--- config.mk ---
export PLATFORM = sky130hd
export DESIGN_NAME = uart_cmd_initiator_flat
export DESIGN_NICKNAME = d
export VERILOG_FILES = /design/src/rtl/uart_cmd_initiator_if.sv /design/src/rtl/uart_cmd_initiator.sv /design/src/flat_wrapper.sv
export SDC_FILE = /design/constraint.sdc
export NUM_CORES = 1
export LEC_CHECK = 0
export ABC_AREA = 0
export CAP_MARGIN = 20
export CELL_PAD_IN_SITES_DETAIL_PLACEMENT = 1
export CELL_PAD_IN_SITES_GLOBAL_PLACEMENT = 2
export CORE_MARGIN = 5
export CORE_UTILIZATION = 36
export CTS_CLUSTER_DIAMETER = 120
export CTS_CLUSTER_SIZE = 16
export DETAILED_ROUTE_END_ITERATION = 10
export PLACE_DENSITY = 0.86
export SLEW_MARGIN = 40
export SYNTH_ARGS = -nofsm -noshare
export SYNTH_HDL_FRONTEND = slang
export SYNTH_SLANG_ARGS = --single-unit
--- constraint.sdc ---
create_clock -name i_clk -period 3.4 [get_ports i_clk]
set_clock_uncertainty 0.15 [all_clocks]
set_input_delay 0.34 -clock i_clk [delete_from_list [all_inputs] [get_ports i_clk]]
set_output_delay 0.34 -clock i_clk [all_outputs]
set_load 0.1 [all_outputs]
--- src/rtl/uart_cmd_initiator_if.sv ---
`default_nettype none
// ============================================================================
// Module : uart_cmd_initiator_if
// Byte-level Tx_uart / Rx_uart handshake bundle for the command initiator.
// Rev    : 1.0
// ============================================================================
interface uart_cmd_initiator_if #(
    parameter int NB_BITS = 8
);
    logic [NB_BITS-1:0] tx_data;
    logic               tx_start;
    logic               tx_done;
    logic [NB_BITS-1:0] rx_data;
    logic               rx_done;

    // master: the initiator; slave: the Tx/Rx UART pair it talks to
    modport master (
        output tx_data,
        output tx_start,
        input  tx_done,
        input  rx_data,
        input  rx_done
    );

    modport slave (
        input  tx_data,
        input  tx_start,
        output tx_done,
        output rx_data,
        output rx_done
    );
endinterface
`default_nettype wire

--- src/rtl/uart_cmd_initiator.sv ---
`default_nettype none
// ============================================================================
// Module : uart_cmd_initiator
// Sends A, B, opcode through Tx_uart, then waits for one Rx_uart reply byte.
// Rev    : 1.0
// ============================================================================
module uart_cmd_initiator #(
    parameter int NB_BITS        = 8,
    parameter int NB_TIMEOUT     = 24,
    parameter int TIMEOUT_CYCLES = 10000000
) (
    input  wire logic               i_clk,
    input  wire logic               i_rst,
    input  wire logic               i_start,
    input  wire logic [NB_BITS-1:0] i_op_a,
    input  wire logic [NB_BITS-1:0] i_op_b,
    input  wire logic [NB_BITS-1:0] i_opcode,
    output logic                    o_busy,
    output logic [NB_BITS-1:0]      o_result,
    output logic                    o_valid,
    output logic                    o_timeout,
    uart_cmd_initiator_if.master    link
);

    localparam logic [NB_TIMEOUT-1:0] c_TERM_COUNT = NB_TIMEOUT'(TIMEOUT_CYCLES - 1);
    localparam logic [1:0]            c_LAST_IDX   = 2'd2;

    typedef enum logic [1:0] {
        ST_IDLE    = 2'd0,
        ST_SEND    = 2'd1,
        ST_WAIT_TX = 2'd2,
        ST_WAIT_RX = 2'd3
    } state_t;

    state_t              r_state,   w_state_next;
    logic [1:0]          r_idx,     w_idx_next;
    logic [NB_TIMEOUT-1:0] r_cnt,   w_cnt_next;
    logic [NB_BITS-1:0]  r_op_a,    w_op_a_next;
    logic [NB_BITS-1:0]  r_op_b,    w_op_b_next;
    logic [NB_BITS-1:0]  r_opcode,  w_opcode_next;
    logic [NB_BITS-1:0]  r_result,  w_result_next;
    logic                r_valid,   w_valid_next;
    logic                r_timeout, w_timeout_next;
    logic [NB_BITS-1:0]  w_tx_byte;

    always_ff @(posedge i_clk or negedge i_rst) begin
        if (!i_rst) begin
            r_state   <= ST_IDLE;
            r_idx     <= 2'd0;
            r_cnt     <= '0;
            r_op_a    <= '0;
            r_op_b    <= '0;
            r_opcode  <= '0;
            r_result  <= '0;
            r_valid   <= 1'b0;
            r_timeout <= 1'b0;
        end else begin
            r_state   <= w_state_next;
            r_idx     <= w_idx_next;
            r_cnt     <= w_cnt_next;
            r_op_a    <= w_op_a_next;
            r_op_b    <= w_op_b_next;
            r_opcode  <= w_opcode_next;
            r_result  <= w_result_next;
            r_valid   <= w_valid_next;
            r_timeout <= w_timeout_next;
        end
    end

    always_comb begin
        w_state_next   = r_state;
        w_idx_next     = r_idx;
        w_cnt_next     = r_cnt;
        w_op_a_next    = r_op_a;
        w_op_b_next    = r_op_b;
        w_opcode_next  = r_opcode;
        w_result_next  = r_result;
        w_valid_next   = 1'b0;
        w_timeout_next = 1'b0;

        case (r_state)
            ST_IDLE: begin
                if (i_start) begin
                    w_op_a_next   = i_op_a;
                    w_op_b_next   = i_op_b;
                    w_opcode_next = i_opcode;
                    w_idx_next    = 2'd0;
                    w_state_next  = ST_SEND;
                end
            end
            ST_SEND: begin
                w_state_next = ST_WAIT_TX;
            end
            ST_WAIT_TX: begin
                if (link.tx_done) begin
                    if (r_idx == c_LAST_IDX) begin
                        w_cnt_next   = '0;
                        w_state_next = ST_WAIT_RX;
                    end else begin
                        w_idx_next   = r_idx + 2'd1;
                        w_state_next = ST_SEND;
                    end
                end
            end
            ST_WAIT_RX: begin
                w_cnt_next = r_cnt + NB_TIMEOUT'(1);
                // A reply landing on the terminal count still counts as a reply
                if (link.rx_done) begin
                    w_result_next = link.rx_data;
                    w_valid_next  = 1'b1;
                    w_state_next  = ST_IDLE;
                end else if (r_cnt == c_TERM_COUNT) begin
                    w_timeout_next = 1'b1;
                    w_state_next   = ST_IDLE;
                end
            end
            default: begin
                w_state_next = ST_IDLE;
            end
        endcase
    end

    always_comb begin
        case (r_idx)
            2'd0:    w_tx_byte = r_op_a;
            2'd1:    w_tx_byte = r_op_b;
            default: w_tx_byte = r_opcode;
        endcase
    end

    assign o_busy        = (r_state != ST_IDLE);
    assign link.tx_start = (r_state == ST_SEND);
    assign link.tx_data  = w_tx_byte;
    assign o_result      = r_result;
    assign o_valid       = r_valid;
    assign o_timeout     = r_timeout;

endmodule
`default_nettype wire

--- src/flat_wrapper.sv ---
// flat-port wrapper written by rule: the top's interface ports become plain ports
module uart_cmd_initiator_flat 
#(
    parameter int NB_BITS        = 8,
    parameter int NB_TIMEOUT     = 24,
    parameter int TIMEOUT_CYCLES = 10000000
)
  (i_clk, i_rst, i_start, i_op_a, i_op_b, i_opcode, o_busy, o_result, o_valid, o_timeout, link_tx_data, link_tx_start, link_tx_done, link_rx_data, link_rx_done);
  uart_cmd_initiator_if #(.NB_BITS(NB_BITS)) link_i ();
  input  wire logic i_clk;
  input  wire logic i_rst;
  input  wire logic i_start;
  input  wire logic [NB_BITS-1:0] i_op_a;
  input  wire logic [NB_BITS-1:0] i_op_b;
  input  wire logic [NB_BITS-1:0] i_opcode;
  output logic o_busy;
  output logic [NB_BITS-1:0] o_result;
  output logic o_valid;
  output logic o_timeout;
  output wire logic [$bits(link_i.tx_data)-1:0] link_tx_data;
  output wire logic [$bits(link_i.tx_start)-1:0] link_tx_start;
  input wire logic [$bits(link_i.tx_done)-1:0] link_tx_done;
  input wire logic [$bits(link_i.rx_data)-1:0] link_rx_data;
  input wire logic [$bits(link_i.rx_done)-1:0] link_rx_done;
  assign link_tx_data = link_i.tx_data;
  assign link_tx_start = link_i.tx_start;
  assign link_i.tx_done = link_tx_done;
  assign link_i.rx_data = link_rx_data;
  assign link_i.rx_done = link_rx_done;
  uart_cmd_initiator #(.NB_BITS(NB_BITS), .NB_TIMEOUT(NB_TIMEOUT), .TIMEOUT_CYCLES(TIMEOUT_CYCLES)) u_core (.i_clk(i_clk), .i_rst(i_rst), .i_start(i_start), .i_op_a(i_op_a), .i_op_b(i_op_b), .i_opcode(i_opcode), .o_busy(o_busy), .o_result(o_result), .o_valid(o_valid), .o_timeout(o_timeout), .link(link_i));
endmodule
==> flow_metrics.tcl, run 1 <==
set metrics [dict create \
    setup-tns-final_ns 0 \
    run_status "finished clean" \
    timing.slew.headroom_pct 50.9 \
    cp.required_ns 2.91 \
    layout_common_cells "sky130_fd_sc_hd__dfrtp_1, sky130_fd_sc_hd__clkdlybuf4s50_1, sky130_fd_sc_hd__nand2_1, sky130_fd_sc_hd__mux2_2, sky130_fd_sc_hd__a21oi_1" \
    mappedNetlistArea_mm2 0.00297 \
    yosysTopAreaCell "sky130_fd_sc_hd__dfrtp_1" \
    grtUsageTotal_pct 15.1 \
    drt_first_iter_violations 66 \
    cts_tree "done" \
    detailed_routing_iterations_pass_1 4 \
    crit_path_start_kind "flip-flop" \
    period_share_pct 80.1 \
    cts.htree.levels 3 \
    wire_per_inst_um 16.2 \
    cts_made_buffers 9 \
    finalWeightedCongestion 0.822 \
    cpMaxStageDelayCell "sky130_fd_sc_hd__nor2_1" \
    clock.fmax_mhz 367 \
    grt_pass1_wl_um 12200 \
    yosys_warnings 0 \
    vias_in_the_first_global_route 2535 \
    synth.area.top_cells "sky130_fd_sc_hd__dfrtp_1, sky130_fd_sc_hd__mux2_2, sky130_fd_sc_hd__nand2_1" \
    synth_async_reset_ratio_pct 100 \
    dieArea_mm2 0.0102 \
    ioPinCount 57 \
    drt-total-wl_um 7090 \
    worst_endpoint_data_arrival_time_ns 2.23 \
    finalNetCount 370 \
    max-clock-path-buffers 2 \
    io_buffer_count 56 \
    layout_commonest_cell "sky130_fd_sc_hd__dfrtp_1" \
    grt_overflow_total 0 \
    nFillCells 902 \
    dp_hpwl_um 5200 \
    timing.critical_path.buf_inv 2 \
    areaGrowthSynthToFinish_pct 27.0 \
    crit_path_frequent_cell "sky130_fd_sc_hd__nand2_1" \
    hold_viol_final 0 \
    final_critical_path_required_period_ns 2.72 \
    critical_path_peak_fanout 9 \
    post-synth-top-area-fraction_pct 52.3 \
    worst_skew_pair.late_latency_ns 0.33 \
    total_core_area_mm2 0.00813 \
    critical_path_class "flip-flop to primary output" \
    seq_area_frac_synth_pct 52.3 \
    clock-sinks 62 \
    die_height_um 101 \
    placementRows 33 \
    cts.clk_slew.worst_paths_ns 0.07 \
    crit_chain "inv_1 > ha_1 > nor2_1 > nand2_1 > nand2_1 > buf_4" \
    timing.critical_path.to_type "primary output" \
    viasPerCell 5.30 \
    postSynth.topFlopCell "sky130_fd_sc_hd__dfrtp_1" \
    worst-r2r-setup-slack_ns 0.90 \
    layout.area.seq_mm2 0.00155 \
    fraction_of_final_layout_cells_sized_beyond_drive_strength_1_pct 23.4 \
    post_synth_num_cell_types 41 \
    drc 0 \
    detail-route-antenna-nets 0 \
    report.final.setup_viol 0 \
    postSynthCellCount 270 \
    multi_input_area_mm2 0.00133 \
    ys_ff_latch 62 \
    timing.max_cap.violations 0 \
    min-delay-path-class "input port to async pin" \
    number_of_enable_type_register_cells_in_the_synthesized_netlist 0 \
    grt_antenna_before_repair 0 \
    chipWidth_um 101 \
    rsz_0062_raised_after_global_routing "false" \
    grt_max_degree 42 \
    clk_root_buffer_cell "sky130_fd_sc_hd__clkbuf_8" \
    insertedDiodeCount 0 \
    cts_repair_resize_count 0 \
    synthesis.area_per_instance_um2 11.0 \
    synth_nets 311 \
    critical_path.max_stage_delay_ns 0.59 \
    timing_worst_slew_pin_value_ns 0.730 \
    max_slew_violations 0 \
    num_vias 2325 \
    floorplan.initialDensity_pct 36.5 \
    timing.critical_path.max_delay_family "simple AND/OR/NAND/NOR gates" \
]
-- path summary, 6_finish.rpt --
kind / start / endpoint / depth (start not counted)
max reg2reg: u_core.r_idx[0] / u_core.r_cnt[19] / 6
min in group i_clk: u_core.o_result[3] / u_core.o_result[3] / 1
min: i_rst / u_core.r_cnt[9] / 2
max: u_core.r_idx[0] / link_tx_data[4] / 6
min reg2reg: u_core.o_result[3] / u_core.o_result[3] / 1
max in group asynchronous: i_rst / u_core.r_op_b[1] / 3
-- flip-flops by register name, summed over array words and instances, names as in the netlist --
name              count
u_core.r_opcode       8
u_core.r_idx          2
u_core.o_timeout      1
u_core.o_result       8
u_core.r_cnt         24
u_core.r_op_b         8
u_core.o_valid        1
u_core.r_state        2
u_core.r_op_a         8
-- layer usage --
layer	routed length (um)	part of all wire (%)	track usage [%]	up-vias
li1	-	-	-	1099
met2	3470	49	24.5	45
met4	51	0.72	4.35	0
met5	0	0	0	-
met1	3230	45	19.7	1175
met3	343	4.8	3.94	6
-- final cells by class --
cell class,count,share of cell area [%]
clock buffers,10,3.39
flip-flops and latches,62,41.2
multi-input cells,188,35.3
repair buffers,59,13.4
well taps,105,3.49
clock inverters,6,2.29
inverters,9,0.897
-- worst register-to-register path: cells and delay by family (launching register included) --
family,cells,cell delay [ns]
AO/OA/AOI/OAI,2,0.29
buffers and inverters,1,0.12
adder cells (fa/ha/maj),1,0.22
flip-flops,1,0.40
AND/OR/NAND/NOR,2,1.24
-- what timing repair did --
item                      CTS  global route
hold buffers                1             0
hold endpoints to repair   21             0
buffers inserted            0             0
-- cells by family (layout without fill, tap and decap cells) --
kind of cell,Yosys count,in the layout,share of synthesized area (%)
AOI/OAI and AO/OA,46,46,10.1
xor gates and xnor gates,7,7,2.07
adders and majority gates,4,4,1.69
buffers and inverters,20,84,2.95
DFF,62,62,52.3
muxes,35,35,13.2
and+or+nand+nor,96,96,17.7
-- metrics by stage --
stage | hold slack, ns | util, % | worst slack (ns) | instances | cell area (um^2)
after floorplan | -0.106 | - | 0.967 | 270 | 2970
after global placement | 0.189 | 44.2 | 0.829 | 422 | 3590
after detailed placement | 0.193 | 43.5 | 0.752 | 422 | 3540
after CTS | 0.351 | 46.3 | 0.641 | 439 | 3770
after global routing | 0.378 | 46.3 | 0.492 | 439 | 3770
final | 0.354 | 46.3 | 0.676 | 439 | 3770
-- synth_stat cells (6+ instances only) --
library cell and n:
sky130_fd_sc_hd__dfrtp_1 62, sky130_fd_sc_hd__mux2_2 33, sky130_fd_sc_hd__nand2_1 33, sky130_fd_sc_hd__a21oi_1 16, sky130_fd_sc_hd__nor2_1 13, sky130_fd_sc_hd__o31ai_1 10, sky130_fd_sc_hd__or4_1 10, sky130_fd_sc_hd__inv_1 9
sky130_fd_sc_hd__a22oi_1 8, sky130_fd_sc_hd__nand3_1 8, sky130_fd_sc_hd__clkbuf_1 6
Power of run 1 is not shown: default switching activity piles up to over one toggle a cycle in this logic, so the estimate is an artifact.
==> run 2, diff against run 1 <==
CORE_UTILIZATION = 33   (was 36)
PLACE_DENSITY = 0.8   (was 0.86)
clock period = 2.63 ns   (was 3.4 ns; I/O delays follow)
==> run 2 against run 1 <==
First-iteration DRC count increased by 42%. Utilization decreased by 0.89 points. Cell count increased by 2.7%. Sequential cell count unchanged. Worst hold slack got worse by 0.056 ns. Final area increased by 5.1%. Setup slack got worse by 0.51 ns. Critical endpoint is now u_core.r_cnt[19]. Largest cell class unchanged.
==> flow_metrics.tcl, run 2 (synthesis results as in run 1) <==
set metrics [dict create \
    clock.fmax_mhz 405 \
    io_buffer_count 56 \
    timing.max_cap.violations 0 \
    num_vias 2349 \
    cp.required_ns 2.75 \
    register_bank_with_the_most_flops "u_core.r_cnt" \
    nFillCells 964 \
    min-delay-path-class "input port to async pin" \
    run_status "finished clean" \
    met2_routing_resource_usage_after_global_routing_pct 22.3 \
    grtUsageTotal_pct 14.5 \
    grt_antenna_before_repair 0 \
    vias_in_the_first_global_route 2574 \
    die_height_um 105 \
    cts_made_buffers 9 \
    dieArea_mm2 0.0110 \
    timing_worst_slew_pin_value_ns 0.456 \
    ioPinCount 57 \
    finalNetCount 379 \
    cts_repair_resize_count 0 \
    cts_tree "done" \
    cts.clk_slew.worst_paths_ns 0.08 \
    timing.critical_path.to_type "flip-flop" \
    final_critical_path_required_period_ns 2.47 \
    areaGrowthSynthToFinish_pct 33.5 \
    grt_pass1_wl_um 12900 \
    grt_max_degree 63 \
    max_slew_violations 0 \
    detail-route-antenna-nets 0 \
    max-clock-path-buffers 2 \
    layout_commonest_cell "sky130_fd_sc_hd__dfrtp_1" \
    met1_usage_pct 19.3 \
    floorplan.initialDensity_pct 34.0 \
    largest_register_ffs 24 \
    hold_viol_final 0 \
    crit_path_start_kind "flip-flop" \
    worst_endpoint_data_arrival_time_ns 2.59 \
    insertedDiodeCount 0 \
    setup-tns-final_ns 0 \
    viasPerCell 5.21 \
    busiest_layer "met2" \
    cts_hold_buf 1 \
    drc 0 \
    wire_per_inst_um 17.0 \
    timing.slew.headroom_pct 69.3 \
    report.final.setup_viol 0 \
    dp_hpwl_um 5460 \
    finalWeightedCongestion 0.747 \
    post_cts.repair.setup_buffers 0 \
    detailed_routing_iterations_pass_1 6 \
    hold_slack_ns 0.298 \
    critical_path_class "flip-flop to flip-flop" \
    fraction_of_final_layout_cells_sized_beyond_drive_strength_1_pct 25.7 \
    cts.htree.levels 3 \
    rsz_0062_raised_after_global_routing "false" \
    drt_first_iter_violations 94 \
    period_share_pct 93.8 \
    critical_path_peak_fanout 10 \
    total_core_area_mm2 0.00872 \
    clk_root_buffer_cell "sky130_fd_sc_hd__clkbuf_8" \
    layout_common_cells "sky130_fd_sc_hd__dfrtp_1, sky130_fd_sc_hd__clkdlybuf4s50_1, sky130_fd_sc_hd__nand2_1, sky130_fd_sc_hd__mux2_2, sky130_fd_sc_hd__buf_4" \
    worst_skew_pair.late_latency_ns 0.34 \
    grt_overflow_total 0 \
    placementRows 34 \
    met3_usage_pct 4.13 \
    clock-sinks 62 \
    drt-total-wl_um 7660 \
    chipWidth_um 105 \
]
==> run 2: layer usage <==
metal	up-vias	wire length, um
li1	1125	-
met1	1161	3650
met2	55	3540
met3	8	380
met4	0	85
met5	-	0
==> run 2: worst paths after layout <==
kind,startpoint,endpoint,slack (ns),cells after the start
min reg2reg,u_core.r_op_a[4],u_core.r_op_a[4],0.36,1
max reg2reg,u_core.r_idx[0],u_core.r_cnt[19],0.16,6
max in group asynchronous,i_rst,u_core.o_result[5],1.74,3
min,i_rst,u_core.r_cnt[8],0.30,3
min in group i_clk,u_core.r_op_a[4],u_core.r_op_a[4],0.36,1
max,u_core.r_idx[0],u_core.r_cnt[19],0.16,6
==> run 2: critical path, cell delays in order (launching register included) <==
cell                      delay [ns]
sky130_fd_sc_hd__dfrtp_1        0.40
sky130_fd_sc_hd__inv_1          0.12
sky130_fd_sc_hd__ha_1           0.22
sky130_fd_sc_hd__a21oi_1        0.14
sky130_fd_sc_hd__or4_1          0.69
sky130_fd_sc_hd__or4_1          0.54
sky130_fd_sc_hd__a21oi_1        0.15
==> run 2: layout make-up <==
type / count / area [um^2] / share of cell area (%)
Timing Repair Buffer: 68 / 711 / 17.9
Clock buffer: 10 / 138 / 3.48
Sequential cell: 62 / 1550 / 39.2
Multi-Input combinational cell: 188 / 1330 / 33.6
Clock inverter: 6 / 61.3 / 1.55
Tap cell: 108 / 135 / 3.41
Inverter: 9 / 33.8 / 0.853
==> run 2: through the flow <==
| step | instances | worst slack (ns) | area [um^2] | util [%] |
|---|---|---|---|---|
| detailed placement | 434 | 0.127 | 3750 | 43.0 |
| finish | 451 | 0.164 | 3960 | 45.4 |
| floorplan | 270 | 0.274 | 2970 | - |
| global route | 451 | 0.0175 | 3960 | 45.4 |
| CTS | 451 | 0.147 | 3960 | 45.4 |
| global placement | 434 | 0.177 | 3750 | 43.0 |
Power of run 2 is left out for the same reason.
